$ cat src/rtl/pipe_stage_skid.sv
// Pipeline-stage register with valid/ready handshake, two-entry skid buffer
// and synchronous flush that inserts a bubble.
module pipe_stage_skid #(
    parameter int DATA_W      = 96,
    parameter int CTRL_W      = 10,
    parameter bit ZERO_BUBBLE = 1'b1
) (
    input  logic              clk,
    input  logic              rst_n,
    input  logic              in_valid,
    output logic              in_ready,
    input  logic [DATA_W-1:0] in_data,
    input  logic [CTRL_W-1:0] in_ctrl,
    output logic              out_valid,
    input  logic              out_ready,
    output logic [DATA_W-1:0] out_data,
    output logic [CTRL_W-1:0] out_ctrl,
    input  logic              flush,
    output logic [1:0]        occupancy
);

    typedef enum logic [1:0] {
        ST_EMPTY = 2'd0,
        ST_ONE   = 2'd1,
        ST_FULL  = 2'd2
    } state_e;

    state_e            state_q, state_d;
    logic [DATA_W-1:0] main_data_q, main_data_d;
    logic [CTRL_W-1:0] main_ctrl_q, main_ctrl_d;
    logic [DATA_W-1:0] skid_data_q, skid_data_d;
    logic [CTRL_W-1:0] skid_ctrl_q, skid_ctrl_d;
    logic              in_fire_s;
    logic              out_fire_s;

    // Ready depends on the state register alone, so out_ready never reaches it.
    assign in_ready   = (state_q != ST_FULL);
    assign out_valid  = (state_q != ST_EMPTY);
    assign out_data   = main_data_q;
    assign occupancy  = state_q;
    assign in_fire_s  = in_valid & in_ready;
    assign out_fire_s = out_valid & out_ready;

    // Control payload masking while the stage holds a bubble.
    always_comb begin
        if (ZERO_BUBBLE && (state_q == ST_EMPTY)) begin
            out_ctrl = {CTRL_W{1'b0}};
        end else begin
            out_ctrl = main_ctrl_q;
        end
    end

    // Next-state and payload movement for the head/skid pair.
    always_comb begin
        state_d     = state_q;
        main_data_d = main_data_q;
        main_ctrl_d = main_ctrl_q;
        skid_data_d = skid_data_q;
        skid_ctrl_d = skid_ctrl_q;
        if (flush) begin
            // Payload registers are left untouched; only the state empties.
            state_d = ST_EMPTY;
        end else begin
            case (state_q)
                ST_EMPTY: begin
                    if (in_fire_s) begin
                        main_data_d = in_data;
                        main_ctrl_d = in_ctrl;
                        state_d     = ST_ONE;
                    end else begin
                        state_d = ST_EMPTY;
                    end
                end
                ST_ONE: begin
                    if (in_fire_s && out_fire_s) begin
                        main_data_d = in_data;
                        main_ctrl_d = in_ctrl;
                        state_d     = ST_ONE;
                    end else if (in_fire_s) begin
                        skid_data_d = in_data;
                        skid_ctrl_d = in_ctrl;
                        state_d     = ST_FULL;
                    end else if (out_fire_s) begin
                        state_d = ST_EMPTY;
                    end else begin
                        state_d = ST_ONE;
                    end
                end
                ST_FULL: begin
                    if (out_fire_s) begin
                        main_data_d = skid_data_q;
                        main_ctrl_d = skid_ctrl_q;
                        state_d     = ST_ONE;
                    end else begin
                        state_d = ST_FULL;
                    end
                end
                default: begin
                    state_d = ST_EMPTY;
                end
            endcase
        end
    end

    // State and payload registers.
    always_ff @(posedge clk or negedge rst_n) begin
        if (!rst_n) begin
            state_q     <= ST_EMPTY;
            main_data_q <= {DATA_W{1'b0}};
            main_ctrl_q <= {CTRL_W{1'b0}};
            skid_data_q <= {DATA_W{1'b0}};
            skid_ctrl_q <= {CTRL_W{1'b0}};
        end else begin
            state_q     <= state_d;
            main_data_q <= main_data_d;
            main_ctrl_q <= main_ctrl_d;
            skid_data_q <= skid_data_d;
            skid_ctrl_q <= skid_ctrl_d;
        end
    end

endmodule

$ cat config.mk
export PLATFORM = sky130hd
export DESIGN_NAME = pipe_stage_skid
export DESIGN_NICKNAME = d
export VERILOG_FILES = /design/src/rtl/pipe_stage_skid.sv
export SDC_FILE = /design/constraint.sdc
export NUM_CORES = 1
export LEC_CHECK = 0
export CORE_MARGIN = 2
export CORE_UTILIZATION = 35
export DETAILED_ROUTE_END_ITERATION = 16
export PLACE_DENSITY_LB_ADDON = 0.3
export SYNTH_ARGS = -nofsm -noshare
export SYNTH_HDL_FRONTEND = slang
export SYNTH_SLANG_ARGS = --single-unit
$ cat constraint.sdc
create_clock -name clk -period 2 [get_ports clk]
set_clock_uncertainty 0.2 [all_clocks]
set_input_delay 0.5 -clock clk [delete_from_list [all_inputs] [get_ports clk]]
set_output_delay 0.5 -clock clk [all_outputs]
set_load 0.005 [all_outputs]
==> results by stage, run 1 <==
Min path:
- The class of the tightest hold or removal check is in2async.

STA:
- Setup repair after global routing could not meet its margin everywhere.
- For this run, the top clock speed supported by timing is 442 MHz.
- The period utilization is 1.13.
- The worst setup slack after layout is -0.264 ns.
- The worst-case hold slack is 0.288 ns.
- The number of pins with negative max-slew slack in the final report is 0.
- The final setup violation count is 222.
- The count of endpoints failing hold in the final timing report was 0.
- The minimum clock period after layout is 2.26 ns.
- For the pin with the worst max-slew slack, the measured transition is 0.450 ns.
- The final total negative setup slack is -30.45 ns.
- Headroom to the max-slew limit came out at 0.700.

Floorplan:
- The I/O pin count is 221.
- The full die area is 0.0279 mm².
- The starting density of the core is 0.357.
- The vertical die dimension is 167 µm.
- After floorplanning, the core was sized to cover 0.0261 mm².
- The die is 167 µm wide.
- The number of cell rows is 59.

Global routing:
- The global-route wire length before repair is 38300 µm.
- For this run the aggregate overflow at the end of global routing stands at 0.
- Entering global routing, the biggest net connects 52 pins.
- The via count of the first global-routing pass is 6609.
- The all-layer global routing usage is 0.172.
- The number of antenna violations at the first check in global routing came to 1.

Setup path:
- The worst setup path is of the reg2out kind.
- The signal on the critical path passes through nor2_4 -> buf_6 -> buf_4 -> nor2b_1 -> buf_2.
- In this design, the stage delay of the slowest critical-path cell is 0.42 ns.
- Data arrives at the worst endpoint at 1.56 ns.
- STA classifies the critical path startpoint as a flip-flop.
- The critical path required time is 1.30 ns.
- The startpoint identified for the worst register-to-register timing path is occupancy[1].
- The largest fanout of any net on the critical path is 4.
- The worst setup path is captured at a primary output.
- For flop-to-flop paths, the worst setup slack is -0.25 ns.
- The worst register-to-register path has a depth of 9.
- The master of the slowest instance on the critical path is dfrtp_1.
- The worst register-to-register path ends at out_data[80].

Clock network:
- Counting every sink on the clock net gives 214.
- Clock latency on the worst-skew pair, taken at its later pin, is 0.52 ns.
- TritonCTS built the clock tree.
- In this run the number of H-tree levels came out at 1.
- Clock-pin slew was measured on the worst setup and hold paths at 0.06 ns.
- The clock root buffer is clkbuf_16.
- The total CTS buffers is 26.
- The clock tree buffer depth is 3.

Synthesis:
- The portion of the post-synthesis area used by sequential elements is 0.576.
- Yosys printed 0 warnings.
- The number of nets handed over by synthesis was 706.
- The post-synthesis average cell area is 15.6 µm².
- Counting distinct cell types in the post-synthesis netlist gives 18.
- In this run the cell area of the synthesized design comes to 0.00931 mm².
- The number of storage elements in the synthesis netlist is 214.
- The instance count of the mapped netlist is 595.

Power and ir drop:
- The share of total power dissipated in sequential elements is 0.434.
- For this design the ratio of total power to cell area is 943 mW/mm².
- The logic gate share of total power is 0.229.
- The leakage power total is 6.59 nW.
- The part of the total power dissipated in the clock network is 0.338.
- The net switching power is 3.35 mW.
- The internal portion of the total power is 10.3 mW.
- Of the total power, the share spent switching nets is 0.245.
- The maximum ir drop on the vdd rail is 713 µV.
- The completed layout was analyzed and its total power is 13.7 mW.

Placement:
- The worst setup slack before clock tree synthesis is -0.570 ns.
- The placed instances occupy a cell area of 0.0123 mm².
- Summed over all nets, the half-perimeter wirelength after detailed placement is 14400 µm.
- The number of cells after detailed placement is 1162.
- During placement, the flow inserted port buffers numbering 220.
- The congestion estimate from routability-driven global placement came to 0.709.

Detailed routing:
- After detailed routing, the number of vias per cell comes to 4.86.
- In the routed design, unresolved DRC markers number 0.
- The final routed wire length divided by cell count is 19.9 µm.
- For this run, the detailed router's first-pass iteration total came to 4.
- The post-route antenna net violation count is 0.
- The first routing iteration left 202 violations.
- The total via count after detailed routing is 6140.
- The total wire length after detailed routing is 25100 µm.

Finish:
- Once layout is done, the placed cells without fillers occupy 0.0145 mm².
- Excluding fillers, the count of instances in the completed layout stands at 1264.
- Leaving out fill and tap cells, the most frequent cell in the layout is dfrtp_1.
- The ratio of cells with drive above 1 in the final layout is 0.524.
- Leaving out fill and tap cells, the most frequent cells in the layout are dfrtp_1 (214), mux2_2 (196), mux2_4 (122).
- The diode insertion count for antenna repair is 0.
- Measured on the finished design, the core utilization comes to 0.557.
- Compared with the post-synthesis result, the final layout area differs by 56.1%.
- The net total in the final layout is 1022.

Status:
- The run finished, with violations left.
- The final reports fail on setup timing.

Run:
- The number of max-capacitance violations reported is 0.
==> worst max path at each step <==
stage / from / cells past startpoint / end
floorplan: occupancy[0] / 7 / out_data[41]
global placement: out_ready / 6 / out_data[65]
detailed placement: out_ready / 6 / out_data[57]
CTS: occupancy[1] / 5 / out_ctrl[3]
global route: occupancy[0] / 5 / out_ctrl[3]
finish: occupancy[0] / 5 / out_ctrl[7]
==> power groups by stage <==
stage | logic, mW | clock network, mW | registers [mW]
3_3_place_gp | 2.76 | 0 | 5.95
4_1_cts | 3.06 | 4.76 | 5.91
2_1_floorplan | 1.28 | 0 | 5.88
5_1_grt | 3.36 | 4.95 | 6.09
6_report | 3.13 | 4.63 | 5.94
3_5_place_dp | 2.81 | 0 | 5.98
==> metal layers <==
layer | wire, µm | share of wire | track usage | up-vias
met1 | 11900 | 0.47 | 0.250 | 3166
met4 | 318 | 0.013 | 0.0349 | 2
met5 | 13 | 0.00052 | 0 | -
met3 | 1680 | 0.067 | 0.0504 | 28
met2 | 11200 | 0.44 | 0.257 | 167
li1 | - | - | - | 2777
==> what timing repair did <==
action	in CTS	in global routing
setup endpoints to repair	195	210
hold endpoints to repair	42	0
resized for setup	318	60
hold buffers	1	0
cloned	15	6
pin swaps	1	2
buffers inserted	40	14
==> cell usage after synthesis <==
cell type  count  area (µm²)
nand3_1        1        5.00
nand4bb_1      1        11.3
mux2i_1        1        10.0
inv_1          2        7.51
buf_6          1        11.3
buf_4          5        37.5
buf_2         23         115
dfrtp_1      214        5360
nor3_1         1        5.00
a21oi_1        2        10.0
clkbuf_1       7        26.3
nand2_1        1        3.75
nor2b_1       12        75.1
o31ai_4        1        21.3
or3b_2         1        8.76
mux2_2       318        3580
nor2_1         3        11.3
o21ba_2        1        10.0
==> worst max-delay path: cells and delay by family (launching register included) <==
kind          cells  cell delay [ns]
buf+inv           3             0.39
flops             1             0.42
simple gates      2             0.25
==> state kept, by name, summed over array words and instances, names as in the netlist <==
register,count
main_ctrl_q,10
skid_ctrl_q,10
out_data,96
occupancy,2
skid_data_q,96
==> logic make-up after synthesis <==
group                  count (synthesis)  share of synthesized area
AO/OA/AOI/OAI                          4                    0.00444
flip-flops                           214                      0.576
buffers and inverters                 38                     0.0212
AND/OR/NAND/NOR                       20                     0.0129
multiplexers                         319                      0.386
==> cell type report <==
cell class              instances  area (µm²)
clock buffers                  37         733
clock inverters                 9         106
fillers                      2155       11500
inverters                       2        7.51
multi-input cells             343        4270
flip-flops and latches        214        5360
well taps                     335         419
repair buffers                324        3630
Note: power is estimated with default switching activity, not from simulation.
==> inputs of run 2 (changes only) <==
==> constraint.sdc (replaced) <==
create_clock -name clk -period 2.2 [get_ports clk]
set_clock_uncertainty 0.2 [all_clocks]
set_input_delay 0.55 -clock clk [delete_from_list [all_inputs] [get_ports clk]]
set_output_delay 0.55 -clock clk [all_outputs]
set_load 0.005 [all_outputs]
==> run 2 against run 1 <==
Net effect: the run still ends with setup timing left; combinational power down 10%; global-route usage down 2.7 points; sequential cell count unchanged; first-iteration DRC count down 35%; via count down 5.6%; sequential share of layout area up 2.0 points; power down 9.4%; critical endpoint is now out_ctrl[6]; largest cell class unchanged; largest power group unchanged.
==> results by stage, run 2 (synthesis gave the netlist of run 1 again) <==
STA:
- The pin slew with the least headroom to its limit is 0.419 ns (-0.0311 ns).
- The worst setup slack after layout is -0.0312 ns (+0.232 ns).
- Setup repair after global routing could not meet its margin everywhere.
- The worst-case hold slack is 0.299 ns (+0.0105 ns).
- The normalized max-slew margin came to 0.721 (+0.0207).
- The period utilization is 1.01.
- Based on the critical path, the design can be clocked at up to 448 MHz.
- The final setup violation count was 11 (-95%).
- The minimum clock period after layout is 2.23 ns.
- The count of endpoints failing hold in the final timing report is 0 (unchanged).
- The number of pins with negative max-slew slack in the final report is 0 (unchanged).

Setup path:
- The category of the worst setup path launch point is a flip-flop.
- The critical setup path kind is reg2out.
- The largest fanout of any net on the critical path is 5 (+1).
- The critical path required time is 1.45 ns (+0.15 ns).
- The element type at the critical path end is a primary output.
- The signal arrival time at the worst endpoint is 1.48 ns (-0.08 ns).

Status:
- The flow ran to the end, but the final reports show violations.
- The final reports fail on setup timing.

Finish:
- The total non-filler cell area in the finished layout came to 0.0138 mm² (-5.3%).
- The diode insertion count for antenna repair came to 0 (unchanged).
- Compared with the post-synthesis result, the final layout area differs by 47.9%.
- The number of filler instances in the final layout is 2192 (+1.7%).
- In the layout the commonest cells are mux2_2 (251), dfrtp_1 (214), clkdlybuf4s50_1 (190).
- The ratio of cells with drive above 1 in the final layout was 0.499 (-0.0248).
- The net total in the final layout was 973 (-4.8%).
- The utilization after layout is 0.528 (-0.0293).
- The library cell used most frequently in the layout, excluding fill and tap cells, is mux2_2.

Power and ir drop:
- The internal power component is 9.53 mW (-7.9%).
- The net switching share of the total power is 0.232 (-0.0125).
- The maximum ir drop on the vdd rail was 513 µV (-28%).
- The share of total power in sequential cells is 0.435 (about the same).
- The net switching power is 2.88 mW (-14%).
- The power density over the cells was 902 mW/mm² (-4.4%).
- The part of the total power dissipated in the clock network is 0.339 (about the same).
- The leakage power total is 6.05 nW (-8.3%).
- The logic gate share of total power is 0.226 (-0.003).

Global routing:
- The pin count of the biggest net entering global routing is 54 (+3.8%).
- The met2 track demand over resource was 0.232 (-0.0250).
- The met3 capacity usage during global routing is 0.0428 (-0.00760).
- The global-route wire length before repair is 32900 µm (-14%).
- The all-layer global routing usage is 0.145 (-0.0272).
- The via count of the first global-routing pass came to 6126 (-7.3%).
- The total congestion overflow after global routing is 0 (unchanged).
- The number of antenna violations at the first check in global routing came to 0 (-1).
- The met1 track demand over resource came to 0.195 (-0.0543).
- The peak-usage layer in the global routing report is met2.

Placement:
- The half-perimeter wire length after placement came to 13700 µm (-5.0%).
- The global placer's final weighted congestion is 0.688 (-2.9%).
- The number of I/O port buffers is 220 (unchanged).
- The placed standard-cell area was 0.0122 mm² (-0.55%).
- The worst setup slack before clock tree synthesis came to -0.380 ns (+0.190 ns).

Detailed routing:
- The total via count after detailed routing is 5799 (-5.6%).
- The DRC violation count after routing is 0 (unchanged).
- The final routed wire length divided by cell count is 18.5 µm (-6.8%).
- The DRC violation total after the first TritonRoute iteration is 131 (-35%).
- The total wire length after detailed routing was 22500 µm (-10%).
- The count of TritonRoute iterations in the first routing pass came to 4 (unchanged).
- The post-route antenna net violation count is 0 (unchanged).
- The per-cell via count in the routed design is 4.78 (-1.7%).

Clock network:
- The total CTS buffers came to 24 (-7.7%).
- The maximum level of the CTS H-tree is 1 (unchanged).
- The total clock sinks is 214 (unchanged).
- The clock tree buffer depth was 3 (unchanged).
- The clock latency on the worst-skew pair was 0.51 ns (about the same).
- The clock tree from TritonCTS is built.
- Clock tree synthesis selected as its root buffer the cell clkbuf_16.
- The clock slew seen by the registers of the worst setup and hold paths was 0.06 ns (about the same).

Floorplan:
- The number of cell rows was 59 (unchanged).
- The vertical die dimension was 167 µm (unchanged).
- The area inside the core boundary was 0.0261 mm² (unchanged).
- The I/O pin count came to 221 (unchanged).
- The horizontal extent of the die is 167 µm (unchanged).
- The starting density of the core came to 0.357 (unchanged).
- The full die area is 0.0279 mm² (unchanged).

Min path:
- The tightest min-delay check is of the reg2reg type.

Run:
- The number of max-capacitance violations reported is 0 (unchanged).
[run 2: final timing paths]
path	cells after the start	endpoint	start	slack [ns]
min in group asynchronous	2	out_data[31]	rst_n	0.36
setup / recovery	5	out_ctrl[6]	occupancy[0]	-0.03
max in group asynchronous	3	skid_data_q[79]	rst_n	0.85
hold reg to reg	1	skid_data_q[29]	skid_data_q[29]	0.30
setup reg to reg	8	out_data[38]	occupancy[1]	-0.01
hold / removal	1	skid_data_q[29]	skid_data_q[29]	0.30
[run 2: routing by layer]
layer  wire (µm)  vias up
met5           0        -
met4         308        0
met3        1510       29
met2       10300      159
met1       10300     2948
li1            -     2663
[run 2: metrics by stage]
step | setup TNS (ns) | total power, mW | cells
after floorplan | 0 | 6.51 | 595
after global placement | -56.00 | 7.91 | 1148
after detailed placement | -61.13 | 7.99 | 1148
after CTS | -1.08 | 12.3 | 1201
after global routing | -2.99 | 13.0 | 1214
final | -0.139 | 12.4 | 1214
[run 2: layout make-up]
| cell class | instances | area (µm²) | share of cell area |
|---|---|---|---|
| Inverter | 2 | 7.51 | 0.000546 |
| Tap cell | 335 | 419 | 0.0305 |
| Multi-Input combinational cell | 343 | 4050 | 0.295 |
| Sequential cell | 214 | 5360 | 0.389 |
| Timing Repair Buffer | 277 | 3080 | 0.224 |
| Clock buffer | 39 | 778 | 0.0566 |
| Clock inverter | 4 | 70.1 | 0.00509 |
[run 2: critical path, stage by stage (launching register included)]
cell	delay (ns)
dfrtp_1	0.39
nor2_2	0.13
buf_6	0.15
buf_6	0.12
nor2b_1	0.04
buf_2	0.13
[run 2: power by group through the flow]
stage | registers (mW) | logic [mW] | clock network (mW)
after floorplan | 5.34 | 1.16 | 0
after global placement | 5.42 | 2.50 | 0
after detailed placement | 5.44 | 2.55 | 0
after CTS | 5.39 | 2.56 | 4.33
final | 5.40 | 2.81 | 4.21
after global routing | 5.52 | 3.01 | 4.51
[run 2: timing repair]
item / CTS / global route
pin swaps: 1 / 2
cloned: 0 / 11
endpoints found under the setup margin: 15 / 126
hold endpoints to repair: 40 / 0
setup buffers: 9 / 4
resized for setup: 39 / 124
hold buffers: 1 / 0
==> inputs of run 3 (changes only) <==
--- a/config.mk
+++ b/config.mk
@@ -5,6 +5,7 @@
 export SDC_FILE = /design/constraint.sdc
 export NUM_CORES = 1
 export LEC_CHECK = 0
+export CAP_MARGIN = 5
 export CORE_MARGIN = 2
 export CORE_UTILIZATION = 35
 export DETAILED_ROUTE_END_ITERATION = 16
==> results of run 3 <==
No change in the layout: final DEF, timing and power equal those of run 2.
==> patch 1: new RTL, flow settings as in run 2 <==
`ZERO_BUBBLE`: 1'b1 -> 1'b0.
--- a/src/rtl/pipe_stage_skid.sv
+++ b/src/rtl/pipe_stage_skid.sv
@@ -3,7 +3,7 @@
 module pipe_stage_skid #(
     parameter int DATA_W      = 96,
     parameter int CTRL_W      = 10,
-    parameter bit ZERO_BUBBLE = 1'b1
+    parameter bit ZERO_BUBBLE = 1'b0
 ) (
     input  logic              clk,
     input  logic              rst_n,
Formal check against the unedited RTL: not equivalent (Yosys sat finds a counterexample within 4 cycles, from zero or initial values and one cycle with rst_n low).
==> patch 1 against run 2 <==
  * Largest cell class unchanged
  * Cell area fell by 5.3%
  * Worst setup slack gained 87 ps
  * Fmax rose by 4.1%
  * Total power down 1.7%
  * First-iteration DRC count up 58%
  * Die area decreased by 0.34%
  * Worst hold slack lost 15 ps
  * Synthesized area down 0.35%
  * Routed wire length decreased by 9.8%
  * Sequential cell count stayed put
  * Non-clock buffer count shrank 19
==> patch 1: results (changes against run 2) <==
[outcome] result of the run complete, no violations [was finished with violations]
[worst_setup_path] Critical Path Start out_data[51] [was occupancy[0]]
[pwr] maximum vdd drop 0.000572 V [was 0.000513 V]
[worst_setup_path] slowest CP cell clkdlybuf4s50_1 [was dfrtp_1]
[worst_setup_path] endpoint of the worst-slack reg-to-reg timing path out_data[20] [was out_data[38]]
[global_route] fraction of met1 tracks used by global routing 0.180 [was 0.195]
[finish] Final #Nets 944 [was 973]
[detailed_routing] number of detailed-routing iterations run before antenna repair 2 [was 4]
[timing] transition time at the pin with the least slew margin 343 ps [was 419 ps]
[worst_setup_path] Critical Path Max Stage Delay 530 ps [was 390 ps]
[clock_tree] clock buffers created by TritonCTS 25 [was 24]
[logic_synthesis] Synth Net Count 694 [was 706]
[worst_setup_path] CP Data Arrival Time 1390 ps [was 1480 ps]
[place] placed wire-length estimate after detailed placement 13700 µm [about the same]
[global_route] global-route wire length before repair 32900 µm [about the same]
[detailed_routing] met1 wire length 8500 µm [was 10300 µm]
[global_route] global-route usage over all layers 0.145 [about the same]
[timing] WHS 283 ps [was 299 ps]
[clock_tree] Post-CTS Setup Repair Bufs 5 [was 9]
[detailed_routing] Met2 Routed Length 10000 µm [was 10300 µm]
[worst_setup_path] worst-path maximum fanout 2 [was 5]
[hold_path] critical hold path startpoint out_data[28] [was skid_data_q[29]]
[logic_synthesis] synth cell count leaders mux2_2, dfrtp_1, buf_2 [unchanged]
[place] RePlAce Congestion 0.730 [was 0.688]
[global_route] pin count of the biggest net entering global routing 62 [was 54]
[logic_synthesis] count of different cell masters after synthesis 20 [was 18]
[clock_tree] number of resized instances in the post-cts repair step 11 [was 39]
[detailed_routing] Initial DRC Count 207 [was 131]
[timing] Final min period 2140 ps [was 2230 ps]
[worst_setup_path] number of cell instances on the worst register-to-register path 6 [was 8]
## patch 1: logic make-up after synthesis
| group | Yosys count | share of synthesized area |
|---|---|---|
| multiplexers | 319 | 0.387 |
| AND/OR/NAND/NOR | 10 | 0.00648 |
| flip-flops | 214 | 0.578 |
| AO/OA/AOI/OAI | 4 | 0.00445 |
| buffers and inverters | 36 | 0.0243 |
## patch 1: metrics by stage
step / util / instances
global route: 0.500 / 1186
finish: 0.500 / 1186
CTS: 0.499 / 1185
global placement: 0.464 / 1135
detailed placement: 0.464 / 1135
floorplan: - / 583
## patch 1: area by class of cell
cell class | instances | area (µm²) | area share
diodes | 1 | 2.50 | 0.000192
flip-flops and latches | 214 | 5360 | 0.411
clock buffers | 39 | 738 | 0.0567
clock inverters | 5 | 125 | 0.00961
inverters | 1 | 3.75 | 0.000288
well taps | 335 | 419 | 0.0322
multi-input cells | 333 | 3710 | 0.285
repair buffers | 258 | 2670 | 0.205
## patch 1: power by group
part	switching, µW	internal (µW)
clock	1560	2750
sequential	455	4900
combinational	758	1770
==> patch 2: new RTL, flow settings as in run 2 <==
Made on the original files. Reset style: synchronous (`rst_n`), changed in one clocked block.
--- a/src/rtl/pipe_stage_skid.sv
+++ b/src/rtl/pipe_stage_skid.sv
@@ -103,7 +103,7 @@
     end
 
     // State and payload registers.
-    always_ff @(posedge clk or negedge rst_n) begin
+    always_ff @(posedge clk) begin
         if (!rst_n) begin
             state_q     <= ST_EMPTY;
             main_data_q <= {DATA_W{1'b0}};
Behaviour: not the same (Yosys sat finds a counterexample within 4 cycles, from zero or initial values and one cycle with rst_n low; the reset may be asserted at any time).
==> patch 2 against run 2 <==
  * Routed wire length increased by 17%
  * Synthesized area is 4.2% lower
  * Worst setup slack better by 93 ps
  * Cell area is 9.1% lower
  * Sequential cell count unchanged
  * Critical endpoint is now out_data[61]
Power is not compared: it rests on default switching activity, and its combinational part moved more than twofold at a synthesized area within 25%.
==> patch 2: results (changes against run 2) <==
[outcome] result of the run complete, no violations [was finished with violations]
[worst_setup_path] endpoint of the worst-slack reg-to-reg timing path out_data[78] [was out_data[38]]
[worst_setup_path] capture point of the worst path out_data[61] [was out_ctrl[6]]
[global_route] number of antenna violations at the first check in global routing 1 [was 0]
[logic_synthesis] asr flop ratio synth 0 [was 1.00]
[worst_setup_path] Critical Path Start out_data[61] [was occupancy[0]]
[global_route] global-route usage over all layers 0.191 [was 0.145]
[hold_path] critical hold path startpoint flush [was skid_data_q[29]]
[place] placed wire-length estimate after detailed placement 16500 µm [was 13700 µm]
[finish] fraction of final layout cells with drive strength greater than 1 0.0987 [was 0.499]
[place] placed cells 1479 [was 1148]
[worst_setup_path] worst reg2reg startpoint occupancy[0] [was occupancy[1]]
[finish] Final #Nets 1288 [was 973]
[detailed_routing] vias after detailed routing 7975 [was 5799]
[timing] WHS 222 ps [was 299 ps]
[logic_synthesis] mux contribution to synthesized area 0.119 [was 0.386]
[logic_synthesis] cell types with the largest area share after synthesis dfxtp_1, mux2i_1, a31o_1 [was dfrtp_1, mux2_2, buf_2]
[detailed_routing] Initial DRC Count 504 [was 131]
[logic_synthesis] Compound-Gate Fraction of Synth Area 0.168 [was 0.00444]
[hold_path] hold worst-path end occupancy[0] [was skid_data_q[29]]
[global_route] via count of the first global-routing pass 7648 [was 6126]
[place] RePlAce Congestion 0.741 [was 0.688]
[worst_setup_path] CP Data Arrival Time 1390 ps [was 1480 ps]
[detailed_routing] total detailed-routing wirelength 26300 µm [was 22500 µm]
[timing] worst slew margin relative to its limit 0.648 [was 0.721]
[logic_synthesis] Mean Syn Cell Area 9.05 µm² [was 15.6 µm²]
[logic_synthesis] number of warnings printed during yosys synthesis 0 [unchanged]
[clock_tree] Post-CTS Setup Repair Bufs 1 [was 9]
[clock_tree] number of resized instances in the post-cts repair step 43 [was 39]
[logic_synthesis] Primary FF master, synth dfxtp_1 [was dfrtp_1]
[worst_setup_path] worst-case register-to-register setup slack 200 ps [was -10 ps]
[global_route] global-route wire length before repair 41600 µm [was 32900 µm]
[worst_setup_path] worst-path maximum fanout 2 [was 5]
[logic_synthesis] count of different cell masters after synthesis 24 [was 18]
[detailed_routing] drt via density 5.23 [was 4.78]
[logic_synthesis] sequential cell area fraction in the yosys report 0.481 [was 0.576]
[logic_synthesis] Synth Net Count 1096 [was 706]
[worst_setup_path] number of cell instances on the worst register-to-register path 7 [was 8]
[clock_tree] clock-pin slew on the worst setup and hold paths 60 ps [about the same]
[hold_path] HP Class in -> reg [was reg -> reg]
[worst_setup_path] Critical Path Max Stage Delay 550 ps [was 390 ps]
[finish] fillers 2390 [was 2192]
[global_route] pin count of the biggest net entering global routing 107 [was 54]
[logic_synthesis] synth cell count leaders dfxtp_1, nand2_1, a21oi_1 [was mux2_2, dfrtp_1, buf_2]
[worst_setup_path] slowest CP cell clkdlybuf4s50_1 [was dfrtp_1]
[hold_path] Hold Path Stages 2 [was 1]
-- patch 2: changes by cell type after synthesis, moves of 62 or more --
cell      before  now
a21oi_1        2  107
a31o_1         0  106
clkbuf_1       7   69
dfrtp_1      214    0
dfxtp_1        0  214
mux2_2       318    0
mux2i_1        1  106
nand2_1        1  214
nor4_1         0  106
-- patch 2: layout make-up --
cell class                      count  area (µm²)  share of cell area
Inverter                            2        12.5             0.00100
Tap cell                          330         413              0.0330
Sequential cell                   214        4290               0.343
Clock buffer                       36         717              0.0573
Multi-Input combinational cell    663        4210               0.337
Clock inverter                      8        73.8             0.00590
Timing Repair Buffer              272        2790               0.223
Antenna cell                        1        2.50            0.000200
-- patch 2: through the flow --
stage	power [µW]	instance area [µm²]	setup slack (ps)	setup TNS (ps)
2_1_floorplan	4550	8910	175	0
3_3_place_gp	5150	11700	-241	-41610
3_5_place_dp	5160	11700	-261	-48550
4_1_cts	9200	12500	0.813	0
5_1_grt	9430	12500	6.24	0
6_report	9060	12500	61.3	0
-- patch 2: kinds of logic (layout without fill, tap and decap cells) --
| kind of cell | Yosys count | after routing |
|---|---|---|
| AND/OR/NAND/NOR | 340 | 340 |
| AO/OA/AOI/OAI | 217 | 217 |
| multiplexers | 106 | 106 |
| other | 0 | 1 |
| flip-flops | 214 | 214 |
| buffers and inverters | 108 | 318 |
-- patch 2: routing by layer --
metal  vias to the layer above  wire [µm]  global-route usage
li1                       3948          -                   -
met1                      3780      11800               0.249
met2                       211      11800               0.312
met3                        36       2190              0.0549
met4                         0        445              0.0431
met5                         -          0                   0
-- patch 2: power breakdown --
group | total, µW | internal [µW] | switching [µW] | leakage, µW
logic | 1020 | 553 | 468 | 0.00299
clock network | 3980 | 2370 | 1610 | 0.000386
registers | 4060 | 4000 | 63.8 | 0.00174
total | 9060 | 6920 | 2140 | 0.00511
